[src/rtl/mux4_rr_arbiter.sv]
// Round-robin arbiter sharing one 4:1 single-bit mux between four requesters.
// Optional forced rotation after HOLD_MAX cycles is enabled by `define MUX_ARB_TIMEOUT_EN.
module mux4_rr_arbiter #(
  parameter int HOLD_MAX = 4,
  parameter int HOLD_W   = 3
) (
  input  logic       clk,
  input  logic       rst,
  input  logic [3:0] req,
  input  logic [3:0] a,
  output logic [3:0] gnt,
  output logic [1:0] s,
  output logic       y,
  output logic       valid
);

  typedef enum logic {IDLE, GRANT} state_t;

  // Handshake: a requester holds req[i] high for as long as it wants the mux;
  // gnt/valid/y are registered and reflect req sampled at the previous edge.
  state_t            state;
  logic [1:0]        ptr;
  logic [HOLD_W-1:0] hold_cnt;

  logic       pick_found;
  logic [1:0] pick_idx;
  logic       rotate;
  logic       do_grant;
  logic       go_idle;

  // Returns {found, index}: first requester at or after p+1, wrapping 3->0.
  function automatic logic [2:0] rr_pick(input logic [3:0] r, input logic [1:0] p);
    logic [1:0] idx;
    rr_pick = 3'b000;
    for (int k = 4; k >= 1; k--) begin
      idx = p + 2'(k);
      if (r[idx]) rr_pick = {1'b1, idx};
    end
  endfunction

  always_comb begin
    {pick_found, pick_idx} = rr_pick(req, ptr);
  end

`ifdef MUX_ARB_TIMEOUT_EN
  assign rotate = (state == GRANT) && req[s] &&
                  (hold_cnt == HOLD_W'(HOLD_MAX)) && (|(req & ~gnt));
`else
  assign rotate = 1'b0;
`endif

  always_comb begin
    do_grant = 1'b0;
    go_idle  = 1'b0;
    case (state)
      IDLE: begin
        do_grant = pick_found;
        go_idle  = !pick_found;
      end
      GRANT: begin
        if (!req[s]) begin
          do_grant = pick_found;
          go_idle  = !pick_found;
        end else begin
          do_grant = rotate;
        end
      end
      default: go_idle = 1'b1;
    endcase
  end

  always_ff @(posedge clk) begin
    if (rst) begin
      state    <= IDLE;
      gnt      <= 4'b0000;
      s        <= 2'b00;
      y        <= 1'b0;
      valid    <= 1'b0;
      ptr      <= 2'd3;
      hold_cnt <= '0;
    end else if (do_grant) begin
      state    <= GRANT;
      gnt      <= 4'b0001 << pick_idx;
      s        <= pick_idx;
      y        <= a[pick_idx];
      valid    <= 1'b1;
      ptr      <= pick_idx;
      hold_cnt <= HOLD_W'(1);
    end else if (go_idle) begin
      state    <= IDLE;
      gnt      <= 4'b0000;
      y        <= 1'b0;
      valid    <= 1'b0;
      hold_cnt <= '0;
    end else begin
      // Owner keeps the mux: refresh data every cycle, saturate the hold count.
      y <= a[s];
      if (hold_cnt != {HOLD_W{1'b1}}) hold_cnt <= hold_cnt + HOLD_W'(1);
    end
  end

endmodule

[config.mk]
export PLATFORM = sky130hd
export DESIGN_NAME = mux4_rr_arbiter
export DESIGN_NICKNAME = d
export VERILOG_FILES = /design/src/rtl/mux4_rr_arbiter.sv
export SDC_FILE = /design/constraint.sdc
export NUM_CORES = 1
export LEC_CHECK = 0
export CAP_MARGIN = 20
export CORE_MARGIN = 10
export CORE_UTILIZATION = 40
export CTS_BUF_LIST = sky130_fd_sc_hd__clkbuf_2 sky130_fd_sc_hd__clkbuf_4 sky130_fd_sc_hd__clkbuf_8
export DETAILED_ROUTE_END_ITERATION = 8
export MAX_ROUTING_LAYER = met4
export PLACE_DENSITY_LB_ADDON = 0.15
export SLEW_MARGIN = 20
export SYNTH_ARGS = -nofsm -noshare
export SYNTH_HDL_FRONTEND = slang
export SYNTH_SLANG_ARGS = --single-unit
[constraint.sdc]
create_clock -name clk -period 3.1 [get_ports clk]
set_input_delay 0.62 -clock clk [delete_from_list [all_inputs] [get_ports clk]]
set_output_delay 0.62 -clock clk [all_outputs]
set_load 0.005 [all_outputs]
==> Word-level counts from Yosys, hierarchy flattened <==
Cells that the tools add are included.
{ "word_totals": {"elab_cells": 46, "register_bits": 10, "in_bits": 10, "output_inout_bits": 8} }
{ "op_classes": {"addsub": 3, "n_mux": 28, "order_cmp": 6, "n_bitwise": 1, "shifts": 1, "reduce_logical": 2} }
{ "op_table": {"columns": ["op", "count"], "rows": [
  ["2-bit by 3-bit < comparator with 1-bit output (second input constant)", 6],
  ["1-bit binary-select mux with 2-bit select", 7],
  ["1-bit 2-to-1 mux", 13],
  ["3-bit 2-to-1 mux", 4],
  ["4-bit 2-to-1 mux", 2],
  ["2-bit adder (second input constant)", 2],
  ["1-bit one-hot mux with 2 select lines", 2],
  ["1-bit by 2-bit left shift with 4-bit output (first input constant)", 1],
  ["2-bit by 1-bit adder with 2-bit output (second input constant)", 1],
  ["2-bit nonzero test", 1],
  ["1-bit zero test", 1],
  ["1-bit NOT", 1]
]} }

==> Logic depth before layout (Yosys ltp) <==
Gate-level depths: netlist (run 1).
{ "depth": {"word_depth": 11, "depth_mapped": 6, "ltp_nobuf": 5} }

==> Worst setup path before layout (run 1) <==
OpenSTA, ideal clock, no wires.
{ "synth_timing": {"path_type": "in2reg", "startpoint": "input req[3]", "endpoint": "register gnt[0]", "t_arrival_ps": 1727, "slack_ps": 1303, "path_stages": 5, "path_buffers": 0, "t_required_ps": 3030, "setup_ps": 70, "path_cell_list": "mux4_2 a21o_2 nor3_4 nand2b_1 a21oi_1"} }
{ "synth_via": {"elab_chain_cells": 10, "elab_cells_between_ends": 22, "cone_classes": "shift: 1; mux: 19; reduce/logical: 2"} }
{ "synth_rtl": {"columns": ["element", "line", "rtl"], "rows": [
  ["from (decl)", "9", "input logic [3:0] req,"],
  ["1-bit binary-select mux with 2-bit select", "37", "if (r[idx]) rr_pick = {1'b1, idx};"],
  ["1-bit 2-to-1 mux (not written as such)", "37", null],
  ["3-bit 2-to-1 mux (4 in series)", "37", null],
  ["1-bit zero test", "58, 63", null],
  ["1-bit 2-to-1 mux", "61", "if (!req[s]) begin"],
  ["1-bit one-hot mux with 2 select lines", "55", "case (state)"],
  ["2-bit nonzero test (no line)", null, null],
  ["to (signal assigned)", "83", "gnt <= 4'b0001 << pick_idx;"],
  ["to (decl)", "11", "output logic [3:0] gnt,"]
]} }
Parallel ways exist; a longest one is shown, timed or not. The select of a mux whose other input is x is not followed.
A chain may end at the register's enable or synchronous reset.

==> Final worst setup path (run 1) <==
Same ends and word-level chain as after synthesis.

==> results of run 1 <==
area by class of cell:
type | count | share of cell area [%]
Clock buffer | 4 | 4.68
Inverter | 1 | 0.485
Multi-Input combinational cell | 46 | 43.6
Sequential cell | 10 | 25.8
Tap cell | 15 | 2.42
Timing Repair Buffer | 18 | 22.9
report_power, final:
part           internal, mW  switching (mW)  leakage (nW)  total (mW)
registers             0.144          0.0141        0.0828       0.159
clock network        0.0713          0.0451        0.0210       0.116
logic                0.0666          0.0522         0.200       0.119
through the flow:
stage	utilization (%)	power, mW	cells
finish	59.5	0.394	94
global route	59.5	0.421	94
CTS	59.5	0.400	94
detailed placement	56.7	0.282	90
global placement	56.7	0.280	90
floorplan	-	0.231	59
cells by family after synthesis:
family,count (synthesis)
buffers and inverters,3
DFF,10
and+or+nand+nor,26
muxes,3
AOI/OAI and AO/OA,17
flip-flops by register name, summed over array words and instances (netlist names):
name / count
y: 1
state: 1
s: 2
ptr: 2
gnt: 4
worst min-delay path by stage:
stage                       from      to  slack [ns]  cells after the start
after floorplan           gnt[0]  gnt[0]        0.45                      2
after global placement    gnt[0]  gnt[0]        0.45                      2
after detailed placement  gnt[0]  gnt[0]        0.46                      2
after CTS                 gnt[0]  gnt[0]        0.47                      2
after global routing      gnt[0]  gnt[0]        0.49                      2
final                     gnt[0]  gnt[0]        0.46                      2
routing by layer:
metal	vias to the layer above	GRT usage [%]	wire length, microns
met1	226	8.85	572
met4	0	2.01	10
met5	-	-	0
li1	261	-	-
met2	12	14.0	677
met3	2	5.31	92
synthesized netlist by cell type (2+ instances only):
| library cell | instances |
|---|---|
| nor2_1 | 8 |
| a22oi_1 | 2 |
| a31oi_1 | 2 |
| nand2b_1 | 2 |
| nand2_1 | 4 |
| dfxtp_1 | 10 |
| a21oi_1 | 4 |
| o21bai_1 | 2 |
| nand3b_1 | 3 |
worst reg2reg max path: stages (launching register included):
cell      delay [ns]
dfxtp_1         0.43
mux4_2          0.55
a21o_2          0.28
nor3_4          0.24
nand2b_1        0.09
a21oi_1         0.12
==> results.yml, run 1 <==
synth:
  synth.area.top_cells: "dfxtp_1 36%, nor2_1 5.4%, mux4_1 4.7%"
  ys_types: 31
  synth-simple-area-share_pct: 27.9
  synth_xor_area_share_pct: 0
  synth_top_family_by_area: "simple AND/OR/NAND/NOR gates"
  synth_edf_count: 0
  async_flop_share_pct: 0
  synth_top_flop_cell: "dfxtp_1"
  yosys.area_share.adder_pct: 0
  syn_area_per_cell_sq_um: 9.44
  syn_inst: 59
  yosys.area.top_type: "dfxtp_1"
  ys_warn_count: 0
  ys_seq_area_share_pct: 36.0
  syn_nets: 69
  synth_compound_area_share_pct: 22.2
  yosysTopAreaCellShare_pct: 36.0
  muxShareOfSynthArea_pct: 10.6
  synth_area_sq_um: 557
  ys_ff_latch: 10
floorplan:
  fp.dieW_microns: 57.3
  core_sq_um: 1300
  io_pins: 18
  die_h_microns: 57.3
  start_util_pct: 42.8
  row_count: 13
  die-area_sq_um: 3280
finish:
  multi_input_area_sq_um: 338
  final_common_cell: "clkdlybuf4s50_1"
  fillers: 128
  fin_area_sq_um: 774
  fin_nets: 90
  final_cell_mix: "17 x clkdlybuf4s50_1, 10 x dfxtp_1, 8 x nor2_1, 4 x nand2_1, 4 x a21oi_1"
  final-seq-area_sq_um: 200
  areaGrowthSynthToFinish_pct: 39.1
  num_antenna_cells: 0
  drive_gt1_share_pct: 17.7
power:
  ir_drop_uv: 265
  power_density_nw_per_um2: 508
  p_leak_nw: 0.304
clock_tree:
  cts_resized: 0
  clk_path_buf_depth: 2
  ctsHoldBuffers: 0
  cts_sinks: 10
  htree_levels: 1
  cts_tree: "done"
  cts-root-buf: "clkbuf_4"
  clkTransAtPathRegs_ns: 0.06
  clk_latency_ns: 0.26
  cts_setup_buffers: 0
  numCtsBuffers: 3
worst_setup_path:
  reg2reg_setup_slack_ns: 1.33
  cpPeakStageDelay_ns: 0.52
  worst_path_dominant_cell_family: "multiplexers"
  crit_buf_inv: 1
  worst_path_max_delay_cell: "mux4_2"
  crit_chain: "clkdlybuf4s50_1, mux4_2, a21o_2, nor3_4, nand2b_1, a21oi_1"
  crit_end: "gnt[0]"
  cp.depth: 6
  cp-startpoint: "req[3]"
  crit_type: "in2reg"
  worstPathMaxFanout: 7
  critical_path_arrival_ns: 2.37
  end_kind: "flip-flop"
  worstSetupStartpointType: "input port"
  r2r_cells: 5
  timing.rr.start: "s[0]"
  regToRegEndpoint: "gnt[0]"
  required_ns: 3.29
timing:
  fmax_mhz: 459
  fin_crit_ns: 2.18
  timing.final.crit_share_pct: 70.3
  finalMaxSlewViolations: 0
  hold_violations: 0
  whs_ns: 0.460
  fin_skew_ns: 0.000282
  setup_ws_ns: 0.919
  slew_headroom_pct: 57.2
  worst_pin_slew_ns: 0.640
  tns_ns: 0
  rsz0062_at_grt: "false"
  finalSetupViolations: 0
routing:
  routed_via_density: 5.33
  drt-wirelength-per-cell_microns: 14.4
  first_pass_iters: 4
  drtAntennaViolNets: 0
  routed_wl_mm: 1.35
  drcViolationCount: 0
  drt_iter0_drc: 6
  num_vias: 501
global_route:
  grt_pass1_vias: 505
  grt_pass1_wl_mm: 2.23
  overflow: 0
  grt_start_max_net_pins: 12
  antenna_found_initial: 0
  gr-usage-all-layers_pct: 8.69
place:
  placed_area_sq_um: 738
  port_buffers: 17
  place.gp.congestion: 0.781
  dp_hpwl_mm: 1.06
  dp_slack_ns: 0.634
hold_path:
  hp-class: "reg2reg"
status:
  status: "finished, final reports clean"
job:
  maxCapViolations: 0
(Power assumes the default switching activity.)
==> run 2: changes to the inputs <==
==> constraint.sdc (replaced) <==
create_clock -name clk -period 2.25 [get_ports clk]
set_input_delay 0.45 -clock clk [delete_from_list [all_inputs] [get_ports clk]]
set_output_delay 0.45 -clock clk [all_outputs]
set_load 0.005 [all_outputs]
==> results.yml, run 2 (same netlist as run 1, synthesis figures left out) <==
worst_setup_path:
  critical_path_arrival_ns: 2.19
  reg2reg_setup_slack_ns: 0.47
  crit_chain: "clkdlybuf4s50_1, mux4_2, a21o_2, nor3_4, nand2b_1, a21oi_1"
  r2r_cells: 5
  required_ns: 2.44
  timing.rr.start: "s[0]"
  crit_type: "in2reg"
  worstSetupStartpointType: "input port"
  worst_path_max_delay_cell: "mux4_2"
  end_kind: "flip-flop"
  crit_end: "gnt[0]"
  cpPeakStageDelay_ns: 0.52
  regToRegEndpoint: "gnt[0]"
  cp-startpoint: "req[3]"
  worstPathMaxFanout: 7
timing:
  slew_headroom_pct: 72.0
  hold_violations: 0
  fin_crit_ns: 2.00
  fmax_mhz: 501
  fin_skew_ns: 0.00121
  rsz0062_at_grt: "false"
  finalMaxSlewViolations: 0
  worst_pin_slew_ns: 0.418
  timing.final.crit_share_pct: 88.7
  finalSetupViolations: 0
finish:
  final_cell_mix: "17 x clkdlybuf4s50_1, 10 x dfxtp_1, 8 x nor2_1, 5 x buf_4"
  areaGrowthSynthToFinish_pct: 44.5
  drive_gt1_share_pct: 21.7
  fin_nets: 94
  final_util_pct: 61.8
  largest_register_ffs: 4
  top_register: "gnt"
  top_regs: "gnt x4, ptr x2, s x2"
  num_antenna_cells: 0
  final_common_cell: "clkdlybuf4s50_1"
routing:
  drt-wirelength-per-cell_microns: 13.9
  drcViolationCount: 0
  num_vias: 528
  first_pass_iters: 3
  drt_iter0_drc: 6
  routed_via_density: 5.39
  drtAntennaViolNets: 0
  routed_wl_mm: 1.36
floorplan:
  row_count: 13
  core_sq_um: 1300
  start_util_pct: 42.8
  io_pins: 18
  die_h_microns: 57.3
  fp.dieW_microns: 57.3
  die-area_sq_um: 3280
place:
  dp_hpwl_mm: 1.10
  port_buffers: 17
  place.gp.congestion: 0.808
global_route:
  overflow: 0
  grt_pass1_vias: 553
  antenna_found_initial: 0
  grt_pass1_wl_mm: 2.28
  gr-usage-all-layers_pct: 8.97
  grt_start_max_net_pins: 12
hold_path:
  hp-class: "reg2reg"
power:
  power_mw: 0.550
  power_density_nw_per_um2: 684
  ir_drop_uv: 529
  p_leak_nw: 0.324
clock_tree:
  cts-root-buf: "clkbuf_4"
  cts_tree: "done"
  clk_latency_ns: 0.26
  cts_resized: 0
  cts_sinks: 10
  clkTransAtPathRegs_ns: 0.06
  clk_path_buf_depth: 2
  numCtsBuffers: 3
  ctsHoldBuffers: 0
  htree_levels: 1
  cts_setup_buffers: 0
job:
  maxCapViolations: 0
status:
  status: "finished, final reports clean"
run 2: routing by layer:
layer / vias to the layer above / track usage, % / part of all wire (%)
met2: 10 / 14.9 / 50
li1: 267 / - / -
met5: - / - / 0
met3: 2 / 5.53 / 7.4
met1: 249 / 8.75 / 42
met4: 0 / 2.01 / 0.44
run 2: worst min path at each step:
stage          cells past startpoint      to    from  slack, ns
5_1_grt                            2  gnt[0]  gnt[0]       0.49
6_report                           2  gnt[0]  gnt[0]       0.46
3_3_place_gp                       2  gnt[0]  gnt[0]       0.45
3_5_place_dp                       2  gnt[0]  gnt[0]       0.46
2_1_floorplan                      2  gnt[0]  gnt[0]       0.45
4_1_cts                            2  gnt[0]  gnt[0]       0.46
run 2: worst max-delay path, delay by kind of cell:
kind                   cells  cell delay (ns)
AND/OR/NAND/NOR            2             0.32
AO/OA/AOI/OAI              2             0.40
multiplexers               1             0.52
buffers and inverters      1             0.50
run 2: cell type report:
cell class / instances / area, sq um
Timing Repair Buffer: 22 / 208
Multi-Input combinational cell: 46 / 338
Clock buffer: 4 / 36.3
Sequential cell: 10 / 200
Inverter: 1 / 3.75
Fill cell: 107 / 497
Tap cell: 15 / 18.8
run 2: report_power, final:
group | internal (mW) | leakage, nW | switching, mW | total [mW]
sequential | 0.199 | 0.0828 | 0.0199 | 0.219
clock | 0.0982 | 0.0210 | 0.0583 | 0.156
combinational | 0.101 | 0.220 | 0.0737 | 0.175
total | 0.398 | 0.324 | 0.152 | 0.550
run 2: per-stage QoR:
| step | TNS [ns] | area (sq um) | setup slack [ns] | cells | hold slack, ns |
|---|---|---|---|---|---|
| floorplan | 0 | 557 | 0.622 | 59 | 0.453 |
| global placement | 0 | 768 | 0.0231 | 94 | 0.449 |
| detailed placement | -0.0203 | 768 | -0.0203 | 94 | 0.455 |
| CTS | 0 | 805 | 0.255 | 98 | 0.464 |
| global route | 0 | 805 | 0.192 | 98 | 0.493 |
| finish | 0 | 805 | 0.253 | 98 | 0.457 |
